## config.mk

```make
export PLATFORM = sky130hd
export DESIGN_NAME = sim_test_ctrl
export DESIGN_NICKNAME = d
export VERILOG_FILES = /design/src/rtl/sim_test_ctrl.sv
export SDC_FILE = /design/constraint.sdc
export NUM_CORES = 1
export LEC_CHECK = 0
export BUFFER_PORTS_ARGS = -buffer_cell sky130_fd_sc_hd__buf_4
export CAP_MARGIN = 20
export CORE_MARGIN = 5
export CORE_UTILIZATION = 40
export CTS_CLUSTER_DIAMETER = 200
export DETAILED_ROUTE_END_ITERATION = 8
export PLACE_DENSITY_LB_ADDON = 0.05
export REMOVE_ABC_BUFFERS = 1
export SYNTH_ARGS = -nofsm -noshare
export SYNTH_HDL_FRONTEND = slang
export SYNTH_SLANG_ARGS = --single-unit
```

## constraint.sdc

```tcl
create_clock -name clk_i -period 6.9 [get_ports clk_i]
set_input_delay 2.07 -clock clk_i [delete_from_list [all_inputs] [get_ports clk_i]]
set_output_delay 2.07 -clock clk_i [all_outputs]
set_load 0.01 [all_outputs]
```

## src/rtl/sim_test_ctrl.sv

```systemverilog
// sim_test_ctrl: run/verdict sequencer for ISA self-test runs of the soc.
// Holds the core in reset for a fixed interval, releases it, snoops the register-file
// write port for the test-protocol registers (NUM_REG test number, END_REG end flag,
// PASS_REG pass flag) and latches a sticky PASS/FAIL verdict, re-halting the core.
// Optional run-cycle timeout enabled by defining SIM_TEST_CTRL_TIMEOUT_EN.
// Ports:
//   clk_i          clock
//   rst_ni         asynchronous reset, active-low
//   start_i        launch a run (1-cycle pulse, honoured in IDLE and verdict states)
//   regs_we_i      snooped register-file write enable
//   regs_waddr_i   snooped register-file write address
//   regs_wdata_i   snooped register-file write data
//   cpu_hold_o     1 = core held in reset / halted
//   done_o         sticky: verdict reached
//   pass_o         sticky: test passed
//   fail_o         sticky: test failed (incl. timeout)
//   timeout_o      sticky: run hit TIMEOUT_CYC
//   fail_testnum_o low 32 bits of the test-number shadow captured at a failing verdict
//   cycle_cnt_o    cycles spent in RUN, saturating
//   state_o        FSM state encoding (debug)
module sim_test_ctrl #(
    parameter int DW          = 64,
    parameter int HOLD_CYCLES = 4,
    parameter int CNT_W       = 32,
    parameter int TIMEOUT_CYC = 100000,
    parameter int NUM_REG     = 3,
    parameter int END_REG     = 26,
    parameter int PASS_REG    = 27
) (
    input  logic             clk_i,
    input  logic             rst_ni,
    input  logic             start_i,
    input  logic             regs_we_i,
    input  logic [4:0]       regs_waddr_i,
    input  logic [DW-1:0]    regs_wdata_i,
    output logic             cpu_hold_o,
    output logic             done_o,
    output logic             pass_o,
    output logic             fail_o,
    output logic             timeout_o,
    output logic [31:0]      fail_testnum_o,
    output logic [CNT_W-1:0] cycle_cnt_o,
    output logic [2:0]       state_o
);
    typedef enum logic [2:0] {
        S_IDLE = 3'd0,
        S_HOLD = 3'd1,
        S_RUN  = 3'd2,
        S_PASS = 3'd3,
        S_FAIL = 3'd4,
        S_TOUT = 3'd5
    } state_e;

    localparam int          HOLD_N = HOLD_CYCLES < 1 ? 1 : HOLD_CYCLES;
    localparam logic [4:0]  NUM_A  = 5'(NUM_REG);
    localparam logic [4:0]  END_A  = 5'(END_REG);
    localparam logic [4:0]  PASS_A = 5'(PASS_REG);
    localparam logic [DW-1:0] ONE  = DW'(1);

    state_e             state_q, state_d;
    logic [31:0]        hold_q, hold_d;
    logic               cpu_hold_q, cpu_hold_d;
    logic               done_q, done_d, pass_q, pass_d, fail_q, fail_d, tout_q, tout_d;
    logic [31:0]        testnum_q, testnum_d;
    logic [CNT_W-1:0]   cnt_q, cnt_d;
    logic [31:0]        num_q, num_d;
    logic               pflag_q, pflag_d;
    logic               wr, end_wr;

    // Writes to x0 never reach the register file, so they are never snooped.
    assign wr     = regs_we_i && regs_waddr_i != 5'd0;
    assign end_wr = wr && regs_waddr_i == END_A && regs_wdata_i == ONE;

    always_comb begin
        state_d    = state_q;
        hold_d     = hold_q;
        cpu_hold_d = cpu_hold_q;
        done_d     = done_q;
        pass_d     = pass_q;
        fail_d     = fail_q;
        tout_d     = tout_q;
        testnum_d  = testnum_q;
        cnt_d      = cnt_q;
        num_d      = num_q;
        pflag_d    = pflag_q;
        case (state_q)
            S_IDLE, S_PASS, S_FAIL, S_TOUT: begin
                if (start_i) begin
                    state_d    = S_HOLD;
                    hold_d     = 32'(HOLD_N - 1);
                    cpu_hold_d = 1'b1;
                    done_d     = 1'b0;
                    pass_d     = 1'b0;
                    fail_d     = 1'b0;
                    tout_d     = 1'b0;
                    testnum_d  = '0;
                    cnt_d      = '0;
                    num_d      = '0;
                    pflag_d    = 1'b0;
                end
            end
            S_HOLD: begin
                if (hold_q == 32'd0) begin
                    state_d    = S_RUN;
                    cpu_hold_d = 1'b0;
                end else begin
                    hold_d = hold_q - 32'd1;
                end
            end
            S_RUN: begin
                cnt_d = &cnt_q ? cnt_q : cnt_q + 1'b1;
                if (wr && regs_waddr_i == NUM_A)
                    num_d = 32'(regs_wdata_i);
                if (wr && regs_waddr_i == PASS_A)
                    pflag_d = regs_wdata_i == ONE;
                // The verdict uses the pass flag as it stood before this edge.
                if (end_wr) begin
                    state_d    = pflag_q ? S_PASS : S_FAIL;
                    cpu_hold_d = 1'b1;
                    done_d     = 1'b1;
                    pass_d     = pflag_q;
                    fail_d     = !pflag_q;
                    testnum_d  = pflag_q ? 32'd0 : num_q;
                end
`ifdef SIM_TEST_CTRL_TIMEOUT_EN
                else if (cnt_q == CNT_W'(TIMEOUT_CYC - 1)) begin
                    state_d    = S_TOUT;
                    cpu_hold_d = 1'b1;
                    done_d     = 1'b1;
                    fail_d     = 1'b1;
                    tout_d     = 1'b1;
                    testnum_d  = num_q;
                end
`endif
            end
            default: state_d = S_IDLE;
        endcase
    end

    always_ff @(posedge clk_i or negedge rst_ni) begin
        if (!rst_ni) begin
            state_q    <= S_IDLE;
            hold_q     <= '0;
            cpu_hold_q <= 1'b1;
            done_q     <= 1'b0;
            pass_q     <= 1'b0;
            fail_q     <= 1'b0;
            tout_q     <= 1'b0;
            testnum_q  <= '0;
            cnt_q      <= '0;
            num_q      <= '0;
            pflag_q    <= 1'b0;
        end else begin
            state_q    <= state_d;
            hold_q     <= hold_d;
            cpu_hold_q <= cpu_hold_d;
            done_q     <= done_d;
            pass_q     <= pass_d;
            fail_q     <= fail_d;
            tout_q     <= tout_d;
            testnum_q  <= testnum_d;
            cnt_q      <= cnt_d;
            num_q      <= num_d;
            pflag_q    <= pflag_d;
        end
    end

    assign cpu_hold_o     = cpu_hold_q;
    assign done_o         = done_q;
    assign pass_o         = pass_q;
    assign fail_o         = fail_q;
    assign timeout_o      = tout_q;
    assign fail_testnum_o = testnum_q;
    assign cycle_cnt_o    = cnt_q;
    assign state_o        = state_q;
endmodule

```

==> impl_metrics.py <==
metrics = {
    "logic_synthesis": {
        "synth-xor-area-share_pct": 0.746,
        "synth_compound_area_share_pct": 21.4,
        "yosysWarnings": 0,
        "ys_ff_latch": 136,
        "async_flop_share_pct": 100,
        "yosysUniqueCellTypes": 63,
        "syn_area_um2": 7040,
        "synthSimpleGateAreaFrac_pct": 24.7,
        "synthCells": 775,
        "synth-seq-area-share_pct": 48.3,
        "synth_fa_ha_area_share_pct": 0.498,
        "synth_edf_count": 0,
        "synth_top_family_by_area": "simple AND/OR/NAND/NOR gates",
        "synth.avg_cell_area_um2": 9.09,
        "synth_mux_area_share_pct": 0.711,
        "synth_ff_type": "dfrtp_1",
    },
    "critical_path": {
        "crit_fanout": 41,
        "worst-r2r-setup-slack_ns": 3.94,
        "start_kind": "input port",
        "worstSetupEndpointType": "flip-flop",
        "cp.required_ns": 7.26,
        "critPathKind": "in -> reg",
        "worstPathArrival_ns": 4.40,
    },
    "sta": {
        "setup_viol": 0,
        "hold_viol": 0,
        "clock_skew_ns": 0.0132,
        "worst_pin_slew_ns": 0.995,
        "setup_tns_ns": 0,
        "finalMaxSlewViolations": 0,
        "fmax_mhz": 247,
        "slew_headroom_pct": 33.5,
        "period_share_pct": 58.6,
        "rsz0062_at_grt": "no",
        "min_period_ns": 4.04,
        "worst_slack_ns": 2.86,
    },
    "layout": {
        "finalNonFillerCells": 1130,
        "diodes": 0,
        "finish.net_count": 967,
        "ff_latch_area_um2": 3400,
        "drive_above_1_share_pct": 22.3,
        "final_cell_mix": "150 x buf_4, 135 x dfrtp_1, 134 x nand2_1, 68 x a21oi_1, 66 x o21ai_0",
        "utilization_pct": 51.6,
        "layout_commonest_cell": "buf_4",
        "multi_input_area_um2": 3410,
        "fillers": 1648,
        "area_growth_pct": 26.6,
    },
    "route": {
        "via_count": 6647,
        "first_pass_iters": 5,
        "drt_wl_total_um": 20200,
        "drtIter0Drc": 457,
        "routed_via_density": 5.88,
        "ant_nets": 0,
        "wl_per_cell_um": 17.9,
        "route.detailed.drc": 0,
    },
    "pwr": {
        "p_switching_w": 0.00107,
        "p_total_w": 0.00286,
        "leakage_nw": 3.93,
        "combPwrFrac_pct": 30.9,
        "p_int_w": 0.00179,
        "p_per_area_nw_per_um2": 320,
        "switching_share_pct": 37.3,
        "ir_drop_mv": 0.221,
        "pwr-share-seq_pct": 34.8,
        "clkPwrFrac_pct": 34.3,
    },
    "grt": {
        "grt_max_degree": 81,
        "first_global_vias": 6525,
        "antenna_found_initial": 0,
        "grt_overflow": 0,
        "grt_usage_pct": 20.1,
        "grt_pass1_wl_um": 33200,
    },
    "clocking": {
        "numCtsBuffers": 17,
        "clk_latency_ns": 0.42,
        "hold_buffers": 0,
        "cts_setup_buffers": 0,
        "cts_root_buf": "clkbuf_16",
        "cts.clk_slew.worst_paths_ns": 0.06,
        "htreeDepth": 4,
        "ctsResizeCount": 0,
        "tritoncts_num_sinks": 136,
        "clock_path_buffers": 2,
        "cts_tree": "done",
    },
    "die": {
        "dieHeight_um": 143,
        "core_um2": 17300,
        "dieArea_um2": 20400,
        "die_w_um": 143,
        "row_count": 48,
        "start_util_pct": 40.7,
        "io_pins": 145,
    },
    "placement": {
        "dpl_worst_slack_ns": 2.43,
        "place_hpwl_um": 13500,
        "gp_congestion": 0.830,
        "portBuffers": 143,
        "dpl.cell_count": 1097,
    },
    "job": {
        "max_cap_viol_count": 0,
    },
    "worst_hold_path": {
        "worstHoldPathType": "reg -> reg",
    },
    "status": {
        "status": "finished clean",
    },
}
## worst max-delay path: stages
cell	delay [ns]
buf_4	0.11
nor4_1	0.42
nand4_1	0.23
nor4_2	0.25
buf_4	0.47
and3_1	0.24
buf_4	0.35
a221o_1	0.22
## area by class of cell
class	count	share of cell area, %
multi-input cells	576	38.3
flip-flops and latches	136	38.2
repair buffers	152	13.0
clock buffers	18	4.81
well taps	225	3.16
clock inverters	14	2.22
inverters	9	0.379
## per-stage QoR
step / hold WS, ns / instance area [µm²]
finish: 0.480 / 8920
global route: 0.508 / 8920
CTS: 0.486 / 8900
detailed placement: 0.472 / 8270
global placement: 0.462 / 8270
floorplan: 0.451 / 6830
## synth_stat cells (5+ instances only)
cell type	number	share of area, %
dfrtp_1	135	48
nand2_1	135	7.2
a21oi_1	68	4.8
o21ai_0	66	4.7
clkbuf_1	46	2.5
a221o_1	33	4.7
nor2_1	26	1.4
nor4_1	26	2.3
or4_1	24	2.6
or3_1	23	2.0
nand3_1	20	1.4
o31ai_1	18	1.9
nand4_1	14	1.2
nor3_1	12	0.85
and3_1	11	0.98
inv_1	9	0.48
nand2b_1	9	0.80
o41ai_1	8	1.0
buf_2	7	0.50
a31oi_1	6	0.53
and4_1	6	0.75
o311ai_0	6	0.75
mux2i_1	5	0.71
## layer usage
metal	vias to the layer above	GRT usage (%)	wire length, µm
li1	3172	-	-
met1	3266	27.7	9260
met2	186	30.3	9500
met3	23	5.83	1180
met4	0	7.10	295
met5	-	0	0
## power groups by stage
| stage | sequential [W] | combinational (W) | clock, W |
|---|---|---|---|
| after floorplan | 0.000981 | 0.000590 | 0 |
| after global routing | 0.00101 | 0.000984 | 0.00104 |
| final | 0.000994 | 0.000883 | 0.000981 |
| after global placement | 0.000997 | 0.000841 | 0 |
| after CTS | 0.000991 | 0.000873 | 0.00100 |
| after detailed placement | 0.00100 | 0.000871 | 0 |
## registers in the layout (all words and copies together), names as in the netlist
name and cells:
pflag_q 1, fail_o 1, cpu_hold_o 1, state_o 3
hold_q 32, cycle_cnt_o 32, fail_testnum_o 32, num_q 32
done_o 1, pass_o 1
## logic make-up (layout without fill, tap and decap cells)
logic type	count (synthesis)	in the layout
DFF	136	136
and+or+nand+nor	331	331
muxes	5	5
buffers and inverters	63	193
xor gates and xnor gates	6	6
other	1	1
AOI/OAI and AO/OA	230	230
adders and majority gates	3	3
## path summary, 6_finish.rpt
| path | to | from | cells past startpoint |
|---|---|---|---|
| setup / recovery | fail_testnum_o[15]$_DFFE_PN0P_ | regs_wdata_i[17] | 8 |
| hold / removal | num_q[24]$_DFFE_PN0P_ | num_q[24]$_DFFE_PN0P_ | 2 |
| setup reg to reg | state_o[1]$_DFFE_PN0P_ | hold_q[16]$_DFFE_PN0P_ | 5 |
| hold reg to reg | num_q[24]$_DFFE_PN0P_ | num_q[24]$_DFFE_PN0P_ | 2 |
| max in group asynchronous | hold_q[7]$_DFFE_PN0P_ | rst_ni | 2 |
| min in group asynchronous | hold_q[21]$_DFFE_PN0P_ | rst_ni | 1 |
Power figures use the tool's default switching activity.
